File: src/rtl/branch_sequencer.sv
// ============================================================================
// Module   : branch_sequencer
// Purpose  : PC sequencer with branch/call/return, run/halt control and
//            a saturating run-cycle counter.
// Revision : 1.0
// ============================================================================
`default_nettype none

module branch_sequencer #(
  parameter int              PC_W     = 10,
  parameter logic [PC_W-1:0] START_PC = '0
) (
  input  logic            clk,
  input  logic            reset,
  input  logic            start,
  input  logic            stall,
  input  logic            halt,
  input  logic            branch_en,
  input  logic            take,
  input  logic            call_en,
  input  logic            ret_en,
  input  logic [4:0]      key,
  output logic [4:0]      lut_key,
  input  logic [7:0]      lut_addr,
  output logic [PC_W-1:0] pc,
  output logic            busy,
  output logic            done,
  output logic [15:0]     cycle_count
);

  typedef enum logic [1:0] {
    S_IDLE = 2'd0,
    S_RUN  = 2'd1,
    S_DONE = 2'd2
  } state_t;

  state_t          r_state, w_state_nxt;
  logic [PC_W-1:0] r_pc, w_pc_nxt;
  logic [PC_W-1:0] r_ret_addr, w_ret_addr_nxt;
  logic [15:0]     r_cnt, w_cnt_nxt;
  logic [PC_W-1:0] w_target;
  logic [PC_W-1:0] w_pc_inc;

  assign lut_key  = key;
  // Table addresses are unsigned; the cast zero-extends.
  assign w_target = PC_W'(lut_addr);
  assign w_pc_inc = r_pc + PC_W'(1);

  always_ff @(posedge clk) begin
    if (reset) begin
      r_state    <= S_IDLE;
      r_pc       <= START_PC;
      r_ret_addr <= START_PC;
      r_cnt      <= 16'd0;
    end else begin
      r_state    <= w_state_nxt;
      r_pc       <= w_pc_nxt;
      r_ret_addr <= w_ret_addr_nxt;
      r_cnt      <= w_cnt_nxt;
    end
  end

  always_comb begin
    w_state_nxt    = r_state;
    w_pc_nxt       = r_pc;
    w_ret_addr_nxt = r_ret_addr;
    w_cnt_nxt      = r_cnt;
    case (r_state)
      S_IDLE, S_DONE: begin
        if (r_state == S_IDLE) w_pc_nxt = START_PC;
        if (start) begin
          w_state_nxt = S_RUN;
          w_pc_nxt    = START_PC;
          w_cnt_nxt   = 16'd0;
        end
      end
      S_RUN: begin
        // Stalled cycles still count as run time.
        if (r_cnt != 16'hFFFF) w_cnt_nxt = r_cnt + 16'd1;
        if (stall) begin
          w_pc_nxt = r_pc;
        end else if (halt) begin
          w_state_nxt = S_DONE;
        end else if (ret_en) begin
          w_pc_nxt = r_ret_addr;
        end else if (call_en) begin
          w_ret_addr_nxt = w_pc_inc;
          w_pc_nxt       = w_target;
        end else if (branch_en && take) begin
          w_pc_nxt = w_target;
        end else begin
          w_pc_nxt = w_pc_inc;
        end
      end
      default: w_state_nxt = S_IDLE;
    endcase
  end

  assign pc          = r_pc;
  assign busy        = (r_state == S_RUN);
  assign done        = (r_state == S_DONE);
  assign cycle_count = r_cnt;

endmodule

`default_nettype wire

File: config.mk
export PLATFORM = sky130hd
export DESIGN_NAME = branch_sequencer
export DESIGN_NICKNAME = d
export VERILOG_FILES = /design/src/rtl/branch_sequencer.sv
export SDC_FILE = /design/constraint.sdc
export NUM_CORES = 1
export LEC_CHECK = 0
export ABC_AREA = 1
export CAP_MARGIN = 15
export CORE_ASPECT_RATIO = 0.6
export CORE_UTILIZATION = 30
export CTS_CLUSTER_DIAMETER = 200
export CTS_CLUSTER_SIZE = 10
export DETAILED_ROUTE_END_ITERATION = 12
export PLACE_DENSITY_LB_ADDON = 0.12
export SLEW_MARGIN = 20
export SYNTH_ARGS = -nofsm -noshare
export SYNTH_HDL_FRONTEND = slang
export SYNTH_SLANG_ARGS = --single-unit
File: constraint.sdc
create_clock -name clk -period 2.95 [get_ports clk]
set_clock_uncertainty 0.05 [all_clocks]
set_input_delay 0.7375 -clock clk [delete_from_list [all_inputs] [get_ports clk]]
set_output_delay 0.7375 -clock clk [all_outputs]
set_load 0.02 [all_outputs]
==> flow_metrics.env <==
export IMPL_status="finished clean"
export IMPL_drt_iter0_markers=145
export IMPL_rsz0062_at_grt="false"
export IMPL_fillers=790
export IMPL_ys_ff_latch=38
export IMPL_grt_pass1_vias=2076
export IMPL_slew_headroom=0.682
export IMPL_clock_sinks=38
export IMPL_worstPathRequired_ns=2.16
export IMPL_leakagePower_nw=1.12
export IMPL_boundaryPins=55
export IMPL_swShare=0.243
export IMPL_netlist_instances=350
export IMPL_dieHeight_um=69.2
export IMPL_postCtsSetupBuffers=0
export IMPL_htree_levels=2
export IMPL_gp_congestion=0.816
export IMPL_syn2layout_area_growth_pct=30.6
export IMPL_finalMaxSlewViolations=0
export IMPL_coreArea_um2=7270
export IMPL_cts_hold_buf=0
export IMPL_finalHoldViolCount=0
export IMPL_power_frac_seq=0.413
export IMPL_yosysSeqAreaShare=0.337
export IMPL_fin_crit_ns=2.32
export IMPL_p_comb_frac=0.099
export IMPL_synth_warnings=0
export IMPL_layout_commonest_cell="nand2_1"
export IMPL_multiInputGateArea_um2=1250
export IMPL_rows=24
export IMPL_cp_slowest_stage_delay_ns=0.62
export IMPL_fmax_mhz=431
export IMPL_dp_cells=490
export IMPL_grt_first_pass_wirelength_um=10900
export IMPL_drv_cap=0
export IMPL_insertedDiodeCount=0
export IMPL_crit_fanout=4
export IMPL_path_class="flip-flop to output pin"
export IMPL_final_cell_mix="nand2_1 (84), clkdlybuf4s50_1 (44), nor2_1 (43), inv_1 (38), dfxtp_1 (38)"
export IMPL_cp_cell_sequence="inv_1, nor2_1, clkdlybuf4s50_1"
export IMPL_cts_tree="yes"
export IMPL_io_buffers=44
export IMPL_min_path_type="flip-flop to flip-flop"
export IMPL_synth_distinct_cells=29
export IMPL_syn_nets=374
export IMPL_cp_slowest_cell="clkdlybuf4s50_1"
export IMPL_cts_buffers=5
export IMPL_register_area_um2=761
export IMPL_tightest_slew_ns=0.476
export IMPL_drc=0
export IMPL_grt_max_degree=21
export IMPL_start_util=0.311
export IMPL_grt_overflow_total=0
export IMPL_viasPerCell=4.62
export IMPL_p_sw_uw=310
export IMPL_internal_power_uw=967
export IMPL_die_x_um=114
export IMPL_dpl_hpwl_um=4940
export IMPL_dr_pass1_iters=4
export IMPL_setup_viol=0
export IMPL_post_route_period_util=0.786
export IMPL_avgRoutedWirePerCell_um=13.0
export IMPL_clock_tree_buffer_depth=2
export IMPL_tns_ns=0
export IMPL_power_density_nw_per_um2=433
export IMPL_clk_pin_slew_worst_paths_ns=0.06
export IMPL_place_ws_ns=0.546
export IMPL_vias=2299
export IMPL_drt_wl_total_um=6460
export IMPL_crit_arrival_ns=1.53
export IMPL_critPathCaptureType="output pin"
export IMPL_root_buffer="clkbuf_16"
export IMPL_num_nets_final=417
export IMPL_drive_above_1_share=0.0939
export IMPL_stdcell_count=498
export IMPL_antenna_found_initial=0
export IMPL_startpoint_type="flip-flop"
export IMPL_syn_avg_cell_area_um2=6.45
export IMPL_postRouteAntennaNets=0
export IMPL_track_usage=0.178
export IMPL_post_cts_resized=0
export IMPL_vdd_drop_max_uv=195
export IMPL_clkPwrFrac=0.488
export IMPL_synth_cell_area_um2=2260
export IMPL_dieArea_um2=7890
export IMPL_fin_ws_ns=0.632
export IMPL_clk_latency_ns=0.28
layer usage:
metal  GRT usage  vias up  routed length, um
met2       0.213       51               2300
met1       0.302     1027               3800
met5           0        -                  0
li1            -     1219                  -
met4      0.0433        0                 42
met3      0.0385        2                320
cell type report:
type,count,area share
multi-input combinational,257,0.424
sequential,38,0.258
inverter,42,0.0535
tap,104,0.0441
clock buffer,5,0.0424
clock inverter,3,0.0153
timing repair buffer,49,0.162
power by group through the flow:
| stage | Clock [mW] | Combinational [mW] | Sequential (mW) |
|---|---|---|---|
| after floorplan | 0 | 0.0815 | 0.541 |
| after global placement | 0 | 0.126 | 0.539 |
| final | 0.623 | 0.127 | 0.527 |
| after detailed placement | 0 | 0.127 | 0.539 |
| after global routing | 0.673 | 0.139 | 0.528 |
| after CTS | 0.647 | 0.127 | 0.527 |
logic make-up after synthesis:
family                   after synthesis  share of synthesized area
AND/OR/NAND/NOR                      184                      0.358
AO/OA/AOI/OAI                         66                      0.166
flip-flops                            38                      0.337
XOR/XNOR                               5                     0.0194
adder cells (fa/ha/maj)                2                     0.0111
buffers and inverters                 55                      0.109
registers in the layout, summed over array words and instances (netlist names):
register     cells
pc              10
r_state          2
r_ret_addr      10
cycle_count     16
worst max-delay path, delay by kind of cell (launching register included):
family	cells	cell delay (ns)
AND/OR/NAND/NOR	1	0.11
flip-flops	1	0.42
buffers and inverters	2	0.71
path summary, 6_finish.rpt:
kind                                                  start                           end  slack, ns  depth (start not counted)
worst max-delay path                r_state[1]$_SDFFE_PP0P_                          done       0.63                          3
worst min-delay path             r_ret_addr[6]$_SDFFE_PP0P_    r_ret_addr[6]$_SDFFE_PP0P_       0.42                          2
worst max register to register  cycle_count[1]$_SDFFE_PP0P_  cycle_count[11]$_SDFFE_PP0P_       0.98                         10
worst min register to register   r_ret_addr[6]$_SDFFE_PP0P_    r_ret_addr[6]$_SDFFE_PP0P_       0.42                          2
cell usage after synthesis (all sizes together):
| cell | instances | area, um^2 |
|---|---|---|
| a21oi | 39 | 221 |
| ha | 2 | 25.0 |
| dfxtp | 38 | 761 |
| xor2 | 3 | 26.3 |
| buf | 7 | 65.1 |
| nor3 | 8 | 45.0 |
| o31ai | 1 | 7.51 |
| inv | 41 | 154 |
| o211ai | 3 | 22.5 |
| nor2 | 45 | 179 |
| clkbuf | 6 | 22.5 |
| nand3 | 28 | 145 |
| o21ai | 20 | 100 |
| or2 | 3 | 18.8 |
| nand4 | 9 | 56.3 |
| a211oi | 1 | 7.51 |
| nand2 | 91 | 364 |
| o21bai | 2 | 15.0 |
| xnor2 | 2 | 17.5 |
| clkinv | 1 | 3.75 |
per-stage QoR:
step                hold slack (ns)  power, mW  instance area [um^2]   util
CTS                           0.419       1.30                  2950  0.406
finish                        0.421       1.28                  2950  0.406
detailed placement            0.406      0.665                  2780  0.382
global placement              0.407      0.665                  2780  0.382
floorplan                     0.387      0.622                  2260      -
global route                  0.455       1.34                  2950  0.406
(Power assumes the default switching activity.)
==> RTL change, RTL diff (config.mk and constraints unchanged) <==
Change the parameter `PC_W` from 10 to 5.
--- a/src/rtl/branch_sequencer.sv
+++ b/src/rtl/branch_sequencer.sv
@@ -8,5 +8,5 @@
 
 module branch_sequencer #(
-  parameter int              PC_W     = 10,
+  parameter int              PC_W     = 5,
   parameter logic [PC_W-1:0] START_PC = '0
 ) (
Interface: changed (resized pc); port bits go from 55 to 50. The function was not compared with the original's and may differ.
==> RTL change against the original RTL <==
The flow now finishes with violations (design-rule violations); setup slack got worse by 0.18 ns; die area shrank 26%; combinational power decreased by 22%; power is 46% lower; critical path depth stayed put; wire length is 32% lower; core utilization down 0.15 points; design area decreased by 29%; worst hold slack gained 0.039 ns; sequential cell count decreased by 10; clock power decreased by 67%; synthesized area shrank 27%; sequential share of layout area rose by 0.97 points; first-iteration DRC count decreased by 34%.
==> RTL change: results (changes against the original RTL) <==
| Metric | Value |
|---|---|
| Outcome | `finished, violations left (was finished, final reports clean)` |
| Failing checks | `design-rule violations` |
| Syn_nets | `277 (was 374)` |
| Final wirelength | `4.378 mm (was 6.464 mm)` |
| # DRC | `4 (was 0)` |
| Placed insts | `348 (was 490)` |
| Met1 Use GR | `26.24% (was 30.16%)` |
| Seq pwr share | `56.1% (was 41.3%)` |
| Met2 WL | `1.553 mm (was 2.299 mm)` |
| Post-route cell area | `0.002093 mm^2 (was 0.002948 mm^2)` |
| Routed wl met3 | `272 um (was 320 um)` |
| CP endpoint | `busy (was done)` |
| Sw Pwr | `0.1799 mW (was 0.3105 mW)` |
| Worst Hold End | `pc[4] (was r_ret_addr[6])` |
| Most area-consuming cells after synthesis | `dfxtp_1, nand2_1, nor2_1 (unchanged)` |
| Detailed Route Iter0 Violations | `95 (was 145)` |
| PnR worst setup slack | `0.4480 ns (was 0.6323 ns)` |
| Wl on met1 | `2.533 mm (was 3.802 mm)` |
| CP max FO | `10 (was 4)` |
| Synth cell types | `30 (was 29)` |
| Critical R2R Capture | `cycle_count[12] (was cycle_count[11])` |
| Fillers | `549 (was 790)` |
| Register area share after synthesis | `33.89% (was 33.70%)` |
| Tot GR Track Use | `16.06% (was 17.80%)` |
| Global-route wire length before repair | `7.141 mm (was 10.92 mm)` |
| Clock network power share | `29.6% (was 48.8%)` |
| Number of global-route vias before repair | `1405 (was 2076)` |
| Slew @ Worst Pin | `0.5699 ns (was 0.4758 ns)` |
| Critical path launch point | `r_state[0] (was r_state[1])` |
| WP data arrival | `1.71 ns (was 1.53 ns)` |
==> RTL change: cell types whose count changed after synthesis, moves of 9 or more <==
cell,before,now
a21oi_1,32,19
dfxtp_1,38,28
inv_1,38,24
nand2_1,84,70
nand3_1,27,14
o21ai_0,20,6
o21ai_1,0,9
==> RTL change: layout make-up <==
| type | count | share of cell area [%] |
|---|---|---|
| clock buffer | 3 | 1.973 |
| inverter | 28 | 5.021 |
| multi-input combinational | 188 | 44.35 |
| sequential | 28 | 26.78 |
| tap | 66 | 3.945 |
| timing repair buffer | 38 | 17.93 |
==> RTL change: kinds of logic (layout without fill, tap and decap cells) <==
kind of cell             count (synthesis)  after routing  synth area share, %
buffers and inverters                   37             69                9.985
AO/OA/AOI/OAI                           42             42                14.30
XOR/XNOR                                 4              4                2.118
flip-flops                              28             28                33.89
AND/OR/NAND/NOR                        140            140                38.20
adder cells (fa/ha/maj)                  2              2                1.513
